**src/rtl/output_drain_fifo_pkg.sv**
```systemverilog
// Shared types for the output drain FIFO: controller states and the result entry layout.
package output_drain_fifo_pkg;

  localparam int ODF_DATA_WIDTH  = 32;
  localparam int ODF_COORD_WIDTH = 32;

  typedef enum logic [1:0] {
    ST_IDLE   = 2'd0,
    ST_ACTIVE = 2'd1,
    ST_FLUSH  = 2'd2,
    ST_DONE   = 2'd3
  } odf_state_e;

  // Field order is fixed: data in the MSBs, then x, y, ch.
  typedef struct packed {
    logic [ODF_DATA_WIDTH-1:0]  data;
    logic [ODF_COORD_WIDTH-1:0] x;
    logic [ODF_COORD_WIDTH-1:0] y;
    logic [ODF_COORD_WIDTH-1:0] ch;
  } odf_entry_t;

  // Width of one packed entry for a given data/coordinate width.
  function automatic int entry_width(input int dw, input int cw);
    return dw + 3 * cw;
  endfunction

endpackage

```
**src/rtl/output_drain_fifo_if.sv**
```systemverilog
// Result-in / result-out handshake bundle between producer, drain FIFO and host.
interface output_drain_fifo_if
  import output_drain_fifo_pkg::*;
#(
  parameter int DATA_WIDTH  = ODF_DATA_WIDTH,
  parameter int COORD_WIDTH = ODF_COORD_WIDTH
);

  logic                   in_valid;
  logic [DATA_WIDTH-1:0]  in_data;
  logic [COORD_WIDTH-1:0] in_x;
  logic [COORD_WIDTH-1:0] in_y;
  logic [COORD_WIDTH-1:0] in_ch;

  logic                   out_valid;
  logic                   out_ready;
  logic [DATA_WIDTH-1:0]  out_data;
  logic [COORD_WIDTH-1:0] out_x;
  logic [COORD_WIDTH-1:0] out_y;
  logic [COORD_WIDTH-1:0] out_ch;

  // Producer and host side.
  modport master (
    output in_valid, in_data, in_x, in_y, in_ch, out_ready,
    input  out_valid, out_data, out_x, out_y, out_ch
  );

  // FIFO side.
  modport slave (
    input  in_valid, in_data, in_x, in_y, in_ch, out_ready,
    output out_valid, out_data, out_x, out_y, out_ch
  );

endinterface

```
**src/rtl/output_drain_fifo_sync_fifo.sv**
```systemverilog
// Storage array, wrap-around pointers and occupancy counter. The caller decides
// when a write or read is legal; this block only carries them out.
module sync_fifo #(
  parameter int DEPTH = 8,
  parameter int WIDTH = 32
) (
  input  logic                     clk,
  input  logic                     arst_n_in,
  input  logic                     wr_en,
  input  logic [WIDTH-1:0]         wr_data,
  input  logic                     rd_en,
  output logic [WIDTH-1:0]         rd_data,
  output logic [$clog2(DEPTH):0]   count
);

  localparam int AW = $clog2(DEPTH);

  logic [WIDTH-1:0] mem [DEPTH];
  logic [AW-1:0]    wr_ptr;
  logic [AW-1:0]    rd_ptr;

  // Entry storage; contents are don't-care after reset, so no reset here.
  always_ff @(posedge clk) begin
    if (wr_en) begin
      mem[wr_ptr] <= wr_data;
    end
  end

  // Pointers wrap naturally because DEPTH is a power of two.
  always_ff @(posedge clk or negedge arst_n_in) begin
    if (!arst_n_in) begin
      wr_ptr <= '0;
      rd_ptr <= '0;
    end else begin
      if (wr_en) wr_ptr <= wr_ptr + AW'(1);
      if (rd_en) rd_ptr <= rd_ptr + AW'(1);
    end
  end

  // Occupancy: a simultaneous write and read leaves it unchanged.
  always_ff @(posedge clk or negedge arst_n_in) begin
    if (!arst_n_in) begin
      count <= '0;
    end else begin
      case ({wr_en, rd_en})
        2'b10:   count <= count + (AW+1)'(1);
        2'b01:   count <= count - (AW+1)'(1);
        default: count <= count;
      endcase
    end
  end

  // Head is read straight from the registered array: no path from wr_data.
  assign rd_data = mem[rd_ptr];

endmodule

```
**src/rtl/output_drain_fifo.sv**
```systemverilog
// Result drain FIFO with run-tracking controller.
//
//   state     | meaning
//   ----------+--------------------------------------------------------
//   ST_IDLE   | no run in progress; results are still accepted
//   ST_ACTIVE | controller busy, results streaming in
//   ST_FLUSH  | controller finished, waiting for the host to empty us
//   ST_DONE   | run fully drained; done is high for this one cycle
module output_drain_fifo
  import output_drain_fifo_pkg::*;
#(
  parameter int DEPTH       = 8,
  parameter int DATA_WIDTH  = ODF_DATA_WIDTH,
  parameter int COORD_WIDTH = ODF_COORD_WIDTH
) (
  input  logic                   clk,
  input  logic                   arst_n_in,
  input  logic                   running,
  output_drain_fifo_if.slave     bus,
  output logic                   almost_full,
  output logic                   overflow,
  output logic                   done,
  output logic [$clog2(DEPTH):0] count
);

  localparam int CW = $clog2(DEPTH) + 1;
  localparam int EW = entry_width(DATA_WIDTH, COORD_WIDTH);
  localparam logic [CW-1:0] DEPTH_C  = CW'(DEPTH);
  localparam logic [CW-1:0] ALMOST_C = CW'(DEPTH - 2);
  localparam logic [CW-1:0] ONE_C    = CW'(1);

  // Same field order as odf_entry_t, sized by this instance's parameters.
  typedef struct packed {
    logic [DATA_WIDTH-1:0]  data;
    logic [COORD_WIDTH-1:0] x;
    logic [COORD_WIDTH-1:0] y;
    logic [COORD_WIDTH-1:0] ch;
  } entry_t;

  entry_t      wr_entry;
  entry_t      rd_entry;
  logic        push;
  logic        pop;
  logic        drop;
  odf_state_e  state;

  // A full FIFO still accepts a push when the head leaves in the same cycle.
  assign pop  = bus.out_valid & bus.out_ready;
  assign push = bus.in_valid & ((count != DEPTH_C) | pop);
  assign drop = bus.in_valid & ~push;

  assign wr_entry = '{data: bus.in_data, x: bus.in_x, y: bus.in_y, ch: bus.in_ch};

  sync_fifo #(
    .DEPTH (DEPTH),
    .WIDTH (EW)
  ) u_fifo (
    .clk       (clk),
    .arst_n_in (arst_n_in),
    .wr_en     (push),
    .wr_data   (wr_entry),
    .rd_en     (pop),
    .rd_data   (rd_entry),
    .count     (count)
  );

  // Status flags are pure decodes of the registered count.
  assign bus.out_valid = (count != '0);
  assign almost_full   = (count >= ALMOST_C);

  assign bus.out_data = rd_entry.data;
  assign bus.out_x    = rd_entry.x;
  assign bus.out_y    = rd_entry.y;
  assign bus.out_ch   = rd_entry.ch;

  // Run sequencing, done pulse and sticky overflow.
  always_ff @(posedge clk or negedge arst_n_in) begin
    if (!arst_n_in) begin
      state    <= ST_IDLE;
      done     <= 1'b0;
      overflow <= 1'b0;
    end else begin
      done <= 1'b0;
      if (drop) overflow <= 1'b1;
      case (state)
        ST_IDLE: begin
          if (running) begin
            state <= ST_ACTIVE;
            // A drop in the very cycle the new run starts still counts.
            if (!drop) overflow <= 1'b0;
          end
        end
        ST_ACTIVE: begin
          if (!running) state <= ST_FLUSH;
        end
        ST_FLUSH: begin
          if (running) begin
            state <= ST_ACTIVE;
          end else if ((count == '0) || ((count == ONE_C) && pop)) begin
            state <= ST_DONE;
            done  <= 1'b1;
          end
        end
        ST_DONE: begin
          state <= ST_IDLE;
        end
        default: begin
          state <= ST_IDLE;
        end
      endcase
    end
  end

endmodule

```
**src/flat_wrapper.sv**
```systemverilog
// flat-port wrapper written by rule: the top's interface ports become plain ports
module output_drain_fifo_flat import output_drain_fifo_pkg::*;
#(
  parameter int DEPTH       = 8,
  parameter int DATA_WIDTH  = ODF_DATA_WIDTH,
  parameter int COORD_WIDTH = ODF_COORD_WIDTH
)
  (clk, arst_n_in, running, almost_full, overflow, done, count, bus_in_valid, bus_in_data, bus_in_x, bus_in_y, bus_in_ch, bus_out_ready, bus_out_valid, bus_out_data, bus_out_x, bus_out_y, bus_out_ch);
  output_drain_fifo_if #(.DATA_WIDTH(DATA_WIDTH), .COORD_WIDTH(COORD_WIDTH)) bus_i ();
  input  logic clk;
  input  logic arst_n_in;
  input  logic running;
  output logic almost_full;
  output logic overflow;
  output logic done;
  output logic [$clog2(DEPTH):0] count;
  input wire logic [$bits(bus_i.in_valid)-1:0] bus_in_valid;
  input wire logic [$bits(bus_i.in_data)-1:0] bus_in_data;
  input wire logic [$bits(bus_i.in_x)-1:0] bus_in_x;
  input wire logic [$bits(bus_i.in_y)-1:0] bus_in_y;
  input wire logic [$bits(bus_i.in_ch)-1:0] bus_in_ch;
  input wire logic [$bits(bus_i.out_ready)-1:0] bus_out_ready;
  output wire logic [$bits(bus_i.out_valid)-1:0] bus_out_valid;
  output wire logic [$bits(bus_i.out_data)-1:0] bus_out_data;
  output wire logic [$bits(bus_i.out_x)-1:0] bus_out_x;
  output wire logic [$bits(bus_i.out_y)-1:0] bus_out_y;
  output wire logic [$bits(bus_i.out_ch)-1:0] bus_out_ch;
  assign bus_i.in_valid = bus_in_valid;
  assign bus_i.in_data = bus_in_data;
  assign bus_i.in_x = bus_in_x;
  assign bus_i.in_y = bus_in_y;
  assign bus_i.in_ch = bus_in_ch;
  assign bus_i.out_ready = bus_out_ready;
  assign bus_out_valid = bus_i.out_valid;
  assign bus_out_data = bus_i.out_data;
  assign bus_out_x = bus_i.out_x;
  assign bus_out_y = bus_i.out_y;
  assign bus_out_ch = bus_i.out_ch;
  output_drain_fifo #(.DEPTH(DEPTH), .DATA_WIDTH(DATA_WIDTH), .COORD_WIDTH(COORD_WIDTH)) u_core (.clk(clk), .arst_n_in(arst_n_in), .running(running), .bus(bus_i), .almost_full(almost_full), .overflow(overflow), .done(done), .count(count));
endmodule
```
**config.mk**
```make
export PLATFORM = sky130hd
export DESIGN_NAME = output_drain_fifo_flat
export DESIGN_NICKNAME = d
export VERILOG_FILES = /design/src/rtl/output_drain_fifo_pkg.sv /design/src/rtl/output_drain_fifo_if.sv /design/src/rtl/output_drain_fifo_sync_fifo.sv /design/src/rtl/output_drain_fifo.sv /design/src/flat_wrapper.sv
export SDC_FILE = /design/constraint.sdc
export NUM_CORES = 1
export LEC_CHECK = 0
export BUFFER_PORTS_ARGS = -buffer_cell sky130_fd_sc_hd__buf_2
export CAP_MARGIN = 20
export CORE_ASPECT_RATIO = 1.75
export CORE_MARGIN = 4
export CORE_UTILIZATION = 54
export DETAILED_ROUTE_END_ITERATION = 7
export GPL_TIMING_DRIVEN = 0
export MAX_ROUTING_LAYER = met4
export PLACE_DENSITY = 0.83
export REMOVE_ABC_BUFFERS = 1
export SLEW_MARGIN = 30
export SYNTH_ARGS = -nofsm -noshare
export SYNTH_HDL_FRONTEND = slang
export SYNTH_SLANG_ARGS = --single-unit
```
**constraint.sdc**
```tcl
create_clock -name clk -period 11.43 [get_ports clk]
set_input_delay 2.286 -clock clk [delete_from_list [all_inputs] [get_ports clk]]
set_output_delay 2.286 -clock clk [all_outputs]
set_load 0.05 [all_outputs]
```
==> results by group <==
Detailed routing
  – DR WL/cell: 27.0 um
  – Via count: 17900
  – DRC: 0
  – Metal1 wirelength: 30900 um
  – Met2 WL: 42900 um
  – Final WL: 80300 um
  – DR vias/cell: 6.01
  – DR pass1 iterations: 5
  – ANT nets after route: 0
  – Metal3 WL: 4760 um
  – Top sig layer: met4
  – Initial DRC Count: 1742

Global routing
  – Antenna violations before repair: 7
  – Largest net degree at the start of global routing: 49
  – First-pass GRT wire length: 122000 um
  – Vias in the first global route: 19300
  – Total gr overflow: 0
  – GR Util All Layers: 0.218

Clock network
  – Post-CTS Setup Repair Bufs: 0
  – Clk buf depth: 3
  – # clock sinks: 1038
  – Clk_lat worst skew: 680 ps
  – Cts hold-fix bufs: 0
  – Number of buffers created by CTS: 86
  – Clock-pin slew on the worst setup and hold paths: 60 ps
  – Post-CTS Resized: 0
  – Clock root buffer: clkbuf_16
  – TritonCTS clock tree: yes
  – CTS H-Tree Depth: 3

Layout
  – Final nets: 2111
  – Share of cells above drive strength 1: 0.452
  – Post-Layout Cell Count: 2974
  – Final instance area: 46600 um^2
  – Syn-to-layout area delta: 18.6%
  – Number of filler cells placed in the layout: 4451

Worst setup path
  – Setup crit end kind: output port
  – R2r setup slk: 7110 ps
  – Cell at the slowest stage of the critical path: dfrtp_4
  – Worst Path Arrival: 3490 ps
  – CP most frequent cell: buf_12
  – Required @ worst endpoint: 9140 ps
  – Worst setup SP type: register
  – Critical setup path kind: reg2out
  – CP peak stage delay: 660 ps
  – Worst path cell trace: buf_12, buf_12, buf_12, buf_16, mux4_2, mux2_2, buf_2
  – Crit Reg-Reg Endpoint: u_core.u_fifo.mem[1][121]
  – CP Max Fanout: 28
  – Worst Reg2Reg Path Length in Cells: 13
  – Critical R2R Launch: u_core.u_fifo.count[1]
  – Critical path's top delay family: buffers and inverters
  – Crit path buffers/inverters: 5

Hold path
  – HP Start: u_core.overflow
  – Worst Hold Class: reg2reg
  – Hold Path End: u_core.overflow
  – Worst Hold Depth: 1

Timing
  – Rel. slew slack: 0.559
  – RSZ-0062 raised after global routing: no
  – Setup TNS: 0 ps
  – Fin worst setup slack: 5660 ps
  – Final hold violation count: 0
  – Skew final: 16.5 ps
  – Min Tclk post-route: 5770 ps
  – Hold WS: 512 ps
  – Max Slew Vio Count: 0
  – Final Cycle Share: 0.505
  – Final setup viols: 0
  – Fmax: 173 MHz
  – Slew @ Worst Pin: 658 ps

Yosys
  – Seq/Total Area, Yosys: 0.792
  – Cell type with the highest aggregate area in the netlist: edfxtp_1
  – Syn Inst Count: 1573
  – Synth Flop Type: edfxtp_1
  – Unique masters post-synth: 33
  – Post-synthesis compound-gate area fraction: 0.00322
  – Top cells by area, synth: edfxtp_1, mux4_2, mux2_2, dfrtp_1, buf_6
  – Dominant combinational cell family by area after synthesis: multiplexers
  – XOR/XNOR Fraction of Synth Area: 0.00134
  – Post-synthesis cell area: 39300 um^2
  – Count leader, synth: edfxtp_1
  – #FFs+latches synth: 1038
  – FFs w/ async S/R, synth: 0.0135
  – Syn Area/Cell: 25.0 um^2
  – Commonest cells post-synth: edfxtp_1, mux4_2, mux2_2
  – Adder-Cell Fraction of Synth Area: 0.00191
  – Top-area cell type share of the netlist area: 0.783
  – Simple-Gate Fraction of Synth Area: 0.00491
  – Synth warn: 0
  – Mux contribution to synthesized area: 0.184
  – Post-synth EDFFs: 1024

Floorplanning
  – Vert. Die Dim: 365 um
  – Die Wd: 212 um
  – Initial core utilization: 0.546
  – # IOs: 269
  – Full die area: 77300 um^2
  – Core ar.: 71900 um^2
  – Row count: 130

Placed design
  – Worst slack at placement: 5640 ps
  – GP Congestion: 0.744
  – Port buffer count: 268
  – DP HPWL: 51300 um
  – DP Area: 43600 um^2
  – Placed insts: 2808

Power and ir drop
  – Pwr/cell area: 282 nW/um^2
  – Worst vdd ir: 258 uV
  – Pleak: 15.3 nW

Job
  – Max_cap viols: 0

Status
  – Run status: completed
==> cell families after synthesis <==
logic type / count (synthesis)
mux: 386
simple gates: 40
flops: 1038
xor+xnor: 6
compound gates: 19
buf+inv: 78
fa+ha+maj: 6
==> flip-flops by register name, indices dropped and copies added, names as in the netlist <==
register and flops:
u_core.done 1, u_core.overflow 1, u_core.state 2, u_core.u_fifo.count 4
u_core.u_fifo.mem 1024, u_core.u_fifo.rd_ptr 3, u_core.u_fifo.wr_ptr 3
==> cell type report <==
type,count,area (um^2),share of cell area
tap,924,1160,0.0248
clock buffer,97,2210,0.0475
timing repair buffer,387,3570,0.0767
inverter,2,7.51,0.000161
multi-input combinational,457,7730,0.166
sequential,1038,31100,0.668
antenna,8,20.0,0.000430
clock inverter,61,758,0.0163
==> how the worst max path moves through the flow <==
stage | from | endpoint | slack (ps) | cells after the start
detailed placement | bus_out_ready | u_core.u_fifo.mem[1][20] | 5640 | 12
global route | u_core.u_fifo.rd_ptr[0] | bus_out_y[9] | 5410 | 7
finish | u_core.u_fifo.rd_ptr[0] | bus_out_y[9] | 5660 | 7
floorplan | u_core.u_fifo.rd_ptr[0] | bus_out_ch[0] | -1690 | 2
global placement | bus_out_ready | u_core.u_fifo.mem[0][20] | -10730 | 5
CTS | u_core.u_fifo.rd_ptr[0] | bus_out_y[9] | 5510 | 7
==> routing by layer <==
metal | track usage | vias to the layer above
met5 | - | -
met1 | 0.281 | 9471
met3 | 0.0356 | 110
met4 | 0.0674 | 0
met2 | 0.362 | 714
li1 | - | 7572
==> worst reg2reg max path, delay by kind of cell, from the launching register on <==
family | cells | cell delay (ps)
buf+inv | 8 | 1620
compound gates | 1 | 470
simple gates | 3 | 1150
flops | 1 | 480
fa+ha+maj | 1 | 310
==> cell usage in the layout, fill, tap and decap left out, types with 3 or more instances in the layout <==
| cell type | Yosys | final |
|---|---|---|
| nand2_1 | 9 | 9 |
| nand2b_1 | 5 | 5 |
| inv_6 | 0 | 8 |
| xnor2_1 | 5 | 5 |
| clkinv_4 | 0 | 4 |
| o21ai_0 | 6 | 6 |
| nor2_1 | 13 | 7 |
| buf_16 | 0 | 57 |
| buf_2 | 7 | 268 |
| clkbuf_16 | 0 | 86 |
| diode_2 | 0 | 8 |
| buf_8 | 0 | 7 |
| buf_12 | 0 | 9 |
| dfrtp_1 | 14 | 11 |
| mux2_2 | 130 | 130 |
| buf_4 | 0 | 38 |
| nor2_4 | 0 | 6 |
| nor2b_1 | 4 | 4 |
| dfrtp_4 | 0 | 3 |
| clkinvlp_4 | 0 | 8 |
| clkbuf_1 | 28 | 9 |
| clkinv_2 | 0 | 11 |
| clkinv_1 | 0 | 12 |
| a21oi_1 | 4 | 4 |
| ha_1 | 6 | 6 |
| edfxtp_1 | 1024 | 1024 |
| mux4_2 | 256 | 256 |
| bufinv_16 | 0 | 14 |
| buf_6 | 26 | 8 |
==> metrics by stage <==
step / total power, mW / utilization
6_report: 13.1 / 0.648
5_1_grt: 13.6 / 0.648
4_1_cts: 13.3 / 0.647
3_5_place_dp: 10.2 / 0.606
3_3_place_gp: 10.8 / 0.574
2_1_floorplan: 9.39 / -
==> report_power, final <==
part           total [mW]  leakage [nW]  switching [mW]  internal (mW)
sequential           4.97          9.47           0.200           4.77
clock                3.08          1.43            1.34           1.73
combinational        5.07          4.42            3.12           1.95
No activity file was read; power rests on OpenSTA's default activity.
